$ cat src/rtl/usr_shift_sequencer.sv
// Sequencer driving ctrl/d of a universal shift register: parallel load, then scale shifts, then a done pulse.
// Accept-to-done latency scale+2 cycles (+1 per stall cycle); in_ready only in IDLE, stall freezes SHIFT, flush aborts.
module usr_shift_sequencer #(
  parameter int scale = 8,
  parameter int CNT_W = $clog2(scale) + 1
) (
  input  logic             clk,
  input  logic             reset_n,
  input  logic             in_valid,
  input  logic [scale-1:0] in_data,
  input  logic             in_dir,
  input  logic             serial_in,
  input  logic             stall,
  input  logic             flush,
  output logic             in_ready,
  output logic [1:0]       ctrl,
  output logic [scale-1:0] d,
  output logic             busy,
  output logic             done,
  output logic [CNT_W-1:0] bit_cnt
);

  typedef enum logic [1:0] {IDLE, LOAD, SHIFT, DONE} state_t;

  state_t             state_q, state_d;
  logic [scale-1:0]   data_q, data_d;
  logic               dir_q, dir_d;
  logic [CNT_W-1:0]   bit_cnt_q, bit_cnt_d;

  always_comb begin
    state_d   = state_q;
    data_d    = data_q;
    dir_d     = dir_q;
    bit_cnt_d = bit_cnt_q;
    case (state_q)
      IDLE: begin
        if (in_valid) begin
          data_d    = in_data;
          dir_d     = in_dir;
          bit_cnt_d = '0;
          state_d   = LOAD;
        end
      end
      LOAD: begin
        if (flush) begin
          bit_cnt_d = '0;
          state_d   = IDLE;
        end else begin
          state_d = SHIFT;
        end
      end
      SHIFT: begin
        // flush takes priority over stall
        if (flush) begin
          bit_cnt_d = '0;
          state_d   = IDLE;
        end else if (!stall) begin
          bit_cnt_d = bit_cnt_q + 1'b1;
          if (bit_cnt_q == CNT_W'(scale - 1)) begin
            state_d = DONE;
          end
        end
      end
      DONE: begin
        state_d = IDLE;
      end
      default: begin
        state_d = IDLE;
      end
    endcase
  end

  always_ff @(posedge clk or negedge reset_n) begin
    if (!reset_n) begin
      state_q   <= IDLE;
      data_q    <= '0;
      dir_q     <= 1'b0;
      bit_cnt_q <= '0;
    end else begin
      state_q   <= state_d;
      data_q    <= data_d;
      dir_q     <= dir_d;
      bit_cnt_q <= bit_cnt_d;
    end
  end

  // d tracks serial_in combinationally so the fill bit lands on the same edge as the shift
  always_comb begin
    ctrl = 2'b00;
    d    = '0;
    if (state_q == LOAD && !flush) begin
      ctrl = 2'b11;
      d    = data_q;
    end else if (state_q == SHIFT && !flush && !stall) begin
      if (dir_q) begin
        ctrl = 2'b10;
        d    = {serial_in, {(scale-1){1'b0}}};
      end else begin
        ctrl = 2'b01;
        d    = {{(scale-1){1'b0}}, serial_in};
      end
    end
  end

  assign in_ready = (state_q == IDLE) & reset_n;
  assign busy     = (state_q != IDLE);
  assign done     = (state_q == DONE);
  assign bit_cnt  = bit_cnt_q;

endmodule

$ cat config.mk
export PLATFORM = sky130hd
export DESIGN_NAME = usr_shift_sequencer
export DESIGN_NICKNAME = d
export VERILOG_FILES = /design/src/rtl/usr_shift_sequencer.sv
export SDC_FILE = /design/constraint.sdc
export NUM_CORES = 1
export LEC_CHECK = 0
export CAP_MARGIN = 20
export CORE_ASPECT_RATIO = 1.4
export CORE_UTILIZATION = 40
export CTS_CLUSTER_DIAMETER = 60
export DETAILED_ROUTE_END_ITERATION = 16
export GPL_ROUTABILITY_DRIVEN = 0
export PLACE_DENSITY = 0.74
export SLEW_MARGIN = 20
export SYNTH_ARGS = -nofsm -noshare
export SYNTH_HDL_FRONTEND = slang
export SYNTH_SLANG_ARGS = --single-unit
$ cat constraint.sdc
create_clock -name clk -period 1.9 [get_ports clk]
set_clock_uncertainty 0.2 [all_clocks]
set_input_delay 0.38 -clock clk [delete_from_list [all_inputs] [get_ports clk]]
set_output_delay 0.38 -clock clk [all_outputs]
set_load 0.05 [all_outputs]
==> metrics.md, run 1 <==
| Metric | Value |
|---|---|
| Total power | 1.28 mW |
| Crit path max fanout | 5 |
| Crit path DAT | between 1.5 and 2 ns |
| Die H | 55.9 µm |
| Synth area leader | dfrtp_1 |
| Status | complete, but fails checks |
| Worst-Skew Late Latency | 0.27 ns |
| Tmin final | 2.17 ns |
| Predominant post-synthesis flop cell | dfrtp_1 |
| Pre-antenna DRT Iters | 2 |
| Initial DRC count | 3 |
| Cell variety after synth | 31 |
| #FFs+latches synth | 15 |
| Post-route cell area | 1540 µm² |
| Vias per cell | ~5.2 |
| TritonCTS Buffers | 3 |
| Core area | about 2000 µm² |
| Vias | 755 |
| Most frequent cells after synthesis | 15 x dfrtp_1, 10 x mux2_2, 6 x and2_1, 6 x inv_1, 4 x nor2_1 |
| Max_cap viols | 0 |
| R2R Setup Slk | 0 ns |
| Headroom to the max-slew limit | between 70% and 80% |
| Synth Net Count | 90 |
| Unrepaired setup endpoints after global routing | yes |
| Static leakage | 0.698 nW |
| Number of cells produced by synthesis | 74 |
| Final setup violating endpoints | 12 |
| PwrDens | roughly 830 nW/µm² |
| Dpl cell area | 1470 µm² |
| HPWL Detailed | 1710 µm |
| Yosys top cell area share | 45.2% |
| Violations in the final reports | setup timing |
| # H-tree levels | 1 |
| IO Pins | 32 |
| Nets@finish | between 100 and 150 |
| Worst-Margin Slew | 0.322 ns |
| Worst VDD drop | 0.772 mV |
| Final Hold Fails | 0 |
| Pin count of the biggest net entering global routing | 16 |
| First-pass GRT wire length | 3500 µm |
| Clock tree buffer depth | 2 |
| Type of the most critical hold path | in2async |
| ANT cells | 0 |
| Mean routed wirelength per cell | 14.9 µm |
| P_sw | 0.460 mW |
| Initial antenna violation count | 0 |
| ANT nets after route | 0 |
| Post-route setup slack | -0.269 ns |
| Maximum operating frequency | 461 MHz |
| Die Wd | 40.5 µm |
| PortBufs | 31 |
| FP Rows | 19 |
| Die Area | 2260 µm² |
| Clock sinks | 15 |
| DR DRC count | 0 |
| Part of the power in registers | 34.9% |
| WL final | 2170 µm |
| Initial Util | 42.6% |
| Sw Share | between 30% and 40% |
| Critical path type | reg2out |
| Cell Area, Synth | 830 µm² |
| Most common cell in the netlist | dfrtp_1 |
| CP Capture Type | output port |
| Post-synth EDFFs | 0 |
| Root Buffer | clkbuf_4 |
| Clk slew on worst S/H paths | 0.09 ns |
| Post-Syn Area per Cell | 11.2 µm² |
| Final Slew Violations | 0 |
| Post-CTS Hold Buffers | 0 |
| CTS tree | yes |
| Tcrit/Tclk final | 114% |
| Clock power frac | 13.7% |
| Post-synthesis sequential area ratio | 45.2% |
| Synth warn | 0 |
| Synth top area cells | dfrtp_1 45%, mux2_2 14%, and2_1 4.5%, inv_1 2.7%, a32o_1 2.4% |
| Crit path required time | 1.32 ns |
| Total grt overflow | 0 |
| Internal | approximately 0.8 mW |
| Filler Cell Count | approximately 120 |
| Number of global-route vias before repair | 826 |
| Type of origin of the critical path | flip-flop |
| Async SR Flop Fraction | 100% |
| Share of layout cells above drive strength 1 | 55.6% |
| Combinational fraction of design power | 51.4% |
| Total GRT Usage | between 20 and 25% |
| Layout area overhead | 85.4% |
timing repair:
action / in CTS / in global routing
pin swaps: 7 / 4
resized for setup: 3 / 2
setup endpoints to repair: 12 / 15
gates cloned: 0 / 0
buffers inserted: 3 / 1
per-stage QoR:
step / TNS (ns) / setup slack, ns / std cells / hold WS, ns / utilization, %
after floorplan: -0.0708 / -0.0357 / 74 / -0.116 / -
after global placement: -3.89 / -0.433 / 137 / 0.280 / 75.2
after detailed placement: -4.17 / -0.438 / 137 / 0.288 / 75.2
after CTS: -2.90 / -0.313 / 144 / 0.238 / 77.7
after global routing: -3.42 / -0.320 / 145 / 0.256 / 78.9
final: -2.64 / -0.269 / 145 / 0.235 / 78.9
registers in the layout, summed over array words and instances, names as in the netlist:
signal / flops
data_q: 8
bit_cnt: 4
dir_q: 1
state_q: 2
final cells by class:
| class | count | area, µm² | area share (%) |
|---|---|---|---|
| tap | 21 | 26.3 | 1.71 |
| sequential | 15 | 375 | 24.4 |
| multi-input combinational | 50 | 487 | 31.7 |
| timing repair buffer | 49 | 601 | 39.1 |
| clock buffer | 4 | 26.3 | 1.71 |
| inverter | 6 | 22.5 | 1.46 |
path summary, 6_finish.rpt:
check / from / end / cells past startpoint
setup / recovery: state_q[0] / ctrl[0] / 3
hold / removal: reset_n / data_q[1] / 2
setup reg to reg: state_q[0] / bit_cnt[3] / 5
hold reg to reg: data_q[3] / data_q[3] / 1
max in group asynchronous: reset_n / bit_cnt[2] / 2
min in group clk: data_q[3] / data_q[3] / 1
power groups by stage:
stage                     logic, mW  clock network [mW]  registers [mW]
after floorplan               0.350                   0           0.441
after global placement        0.609                   0           0.449
after detailed placement      0.624                   0           0.456
after CTS                     0.643               0.183           0.447
after global routing          0.690               0.201           0.455
final                         0.657               0.175           0.446
per-layer routing:
layer	vias up	wire length (µm)	global-route usage (%)
li1	363	-	-
met3	2	35	3.60
met2	10	1310	41.3
met1	380	802	22.8
met4	0	16	5.71
met5	-	0	0
layout by cell type (no fill, tap or decap), types with 2 or more instances in the layout:
master	Yosys	routed
o21bai_4	0	2
nand3_1	3	3
buf_12	0	16
and2_2	0	6
nand2b_1	2	2
dlygate4sd2_1	0	2
inv_1	6	6
a32o_2	0	2
dfrtp_1	15	15
nor2_4	1	3
clkdlybuf4s50_1	0	12
buf_4	0	19
clkbuf_4	0	3
mux2_2	10	10
nor2_1	4	2
critical path, stage by stage, from the launching register on:
cell and delay (ns):
dfrtp_1 0.43, or4b_4 0.55, o21bai_4 0.19, buf_12 0.15
cells by family (layout without fill, tap and decap cells):
| family | after synthesis | after routing | synth area share, % |
|---|---|---|---|
| AO/OA/AOI/OAI | 11 | 11 | 12.2 |
| XOR/XNOR | 1 | 1 | 1.06 |
| flip-flops | 15 | 15 | 45.2 |
| adder cells (fa/ha/maj) | 1 | 1 | 1.51 |
| buffers and inverters | 9 | 59 | 5.13 |
| AND/OR/NAND/NOR | 26 | 26 | 20.1 |
| multiplexers | 11 | 11 | 14.8 |
Power figures use the tool's default switching activity.
==> run 2, diff against run 1 <==
SETUP_SLACK_MARGIN = 0.5   (was unset)
==> metrics.md, run 2 (synthesis results as in run 1) <==
| Metric | Value |
|---|---|
| Status | complete, but fails checks |
| Violations in the final reports | setup timing |
| Crit path required time | 1.32 ns (about the same) |
| Setup TNS | -3.34 ns (-0.702 ns) |
| Pin count of the biggest net entering global routing | 16 (unchanged) |
| Core area | 1950 µm² (unchanged) |
| Maximum operating frequency | 448 MHz (-2.8%) |
| Initial antenna violation count | 0 (unchanged) |
| Critical path type | reg2out |
| Crit path DAT | 1.65 ns (+0.06 ns) |
| Initial Util | 42.6% (unchanged) |
| IO Pins | 32 (unchanged) |
| Headroom to the max-slew limit | 77.7% (-0.83 points) |
| PortBufs | 31 (unchanged) |
| CP top delay family | simple AND/OR/NAND/NOR gates |
| ANT cells | 0 (unchanged) |
| Clock tree buffer depth | 2 (unchanged) |
| Commonest non-fill, non-tap cells in the layout | 18 x buf_12, 18 x buf_4, 12 x clkdlybuf4s50_1 |
| TritonCTS Buffers | 3 (unchanged) |
| Sum of buffers and inverters on the critical path | 1 (unchanged) |
| Post-route setup slack | -0.331 ns (-0.0624 ns) |
| Clk slew on worst S/H paths | 0.10 ns (about the same) |
| Clock sinks | 15 (unchanged) |
| Tmin final | 2.23 ns (+0.0624 ns) |
| Final setup violating endpoints | 23 (+11) |
| Final Slew Violations | 0 (unchanged) |
| ANT nets after route | 0 (unchanged) |
| Pre-antenna DRT Iters | 4 (+2) |
| Total power | 1.55 mW (+21%) |
| Non-filler cells, final | 158 (+9.0%) |
| Type of the most critical hold path | in2async |
| Root Buffer | clkbuf_4 |
| Nets@finish | 154 (+9.2%) |
| Die Area | 2260 µm² (unchanged) |
| Crit path max fanout | 5 (unchanged) |
| Die H | 55.9 µm (unchanged) |
| FP Rows | 19 (unchanged) |
| WL final | 3250 µm (+50%) |
| Unrepaired setup endpoints after global routing | yes |
| CP cell instances | or3b_4, nor2_4, a32o_2, buf_12 |
| Share of layout cells above drive strength 1 | 67.2% (+12 points) |
| HPWL Detailed | 1670 µm (-2.4%) |
| CP Capture Type | output port |
| Tcrit/Tclk final | 117% (+3.3 points) |
| Most flop-heavy register | data_q |
| Initial DRC count | 14 (+11) |
| Max_cap viols | 0 (unchanged) |
| CTS tree | yes |
| Max reg flops | 8 (unchanged) |
| CP max stage delay | 0.45 ns (-0.10 ns) |
| Placed Cells | 139 (+1.5%) |
| # H-tree levels | 1 (unchanged) |
| Worst-Skew Late Latency | 0.30 ns (+0.03 ns) |
| Layout area overhead | 119% |
| Total GRT Usage | 25.0% (+3.0 points) |
| CP max stage cell | dfrtp_2 |
| Final Hold Fails | 0 (unchanged) |
| Total grt overflow | 0 (unchanged) |
| Mean routed wirelength per cell | 20.6 µm (+38%) |
| Dpl cell area | 1560 µm² (+6.6%) |
| Vias per cell | 5.59 (+7.3%) |
| Post-route cell area | 1810 µm² (+18%) |
| Vias | 883 (+17%) |
| Worst-Margin Slew | 0.334 ns (+0.0118 ns) |
| Die Wd | 40.5 µm (unchanged) |
| Worst slack at placement | -0.466 ns (-0.0285 ns) |
| Type of origin of the critical path | flip-flop |
| Worst VDD drop | 0.731 mV (-5.2%) |
| First-pass GRT wire length | 3800 µm (+8.5%) |
| PwrDens | 854 nW/µm² (+2.7%) |
| Post-CTS Hold Buffers | 0 (unchanged) |
| Number of global-route vias before repair | 828 (+0.24%) |
| Static leakage | 0.823 nW (+18%) |
| DR DRC count | 0 (unchanged) |
-- run 2: changes by cell type in the layout (fill, tap and decap cells not counted), moves of 2 or more --
cell | before | now
buf_6 | 0 | 10
mux2_2 | 10 | 0
mux2_4 | 0 | 10
and2_2 | 6 | 0
and2_4 | 0 | 6
dfrtp_1 | 15 | 9
dfrtp_2 | 0 | 6
buf_12 | 16 | 18
-- run 2: worst register-to-register path: stages (launching register included) --
cell,delay (ns)
dfrtp_2,0.46
buf_6,0.14
or2_4,0.28
buf_6,0.14
nor2_4,0.15
clkbuf_16,0.18
mux2_4,0.30
-- run 2: cell type report --
type                       count  area, µm²
timing repair buffer          62        786
multi-input combinational     50        568
sequential                    15        383
fill                          62        136
tap                           21       26.3
clock buffer                   3       22.5
inverter                       6       22.5
clock inverter                 1       5.00
-- run 2: final timing paths --
check,startpoint,endpoint,slack [ns],cells past startpoint
setup / recovery,state_q[0],d[0],-0.33,4
max in group asynchronous,reset_n,bit_cnt[2],1.08,2
setup reg to reg,state_q[1],dir_q,-0.04,6
min in group clk,data_q[5],data_q[5],0.33,1
hold reg to reg,data_q[5],data_q[5],0.33,1
hold / removal,reset_n,data_q[5],0.22,2
-- run 2: what timing repair did --
action	in CTS	in global routing
setup buffers	7	7
pin swaps	6	5
cloned	0	1
setup endpoints to repair	31	31
gates resized for setup	20	6
-- run 2: report_power, final --
group	internal [mW]	switching, mW
logic	0.507	0.381
registers	0.396	0.0702
clock network	0.0786	0.116
total	0.981	0.567
-- run 2: metrics by stage --
step	hold slack, ns	util (%)
detailed placement	0.301	80.1
floorplan	-0.116	-
CTS	0.226	88.0
global placement	0.296	80.1
global route	0.233	93.0
finish	0.222	93.0
-- run 2: metal layers --
| metal | global-route usage [%] | wire (µm) |
|---|---|---|
| met4 | 10.0 | 153 |
| met3 | 7.20 | 179 |
| met2 | 40.1 | 1700 |
| met1 | 29.7 | 1220 |
| met5 | 0 | 0 |
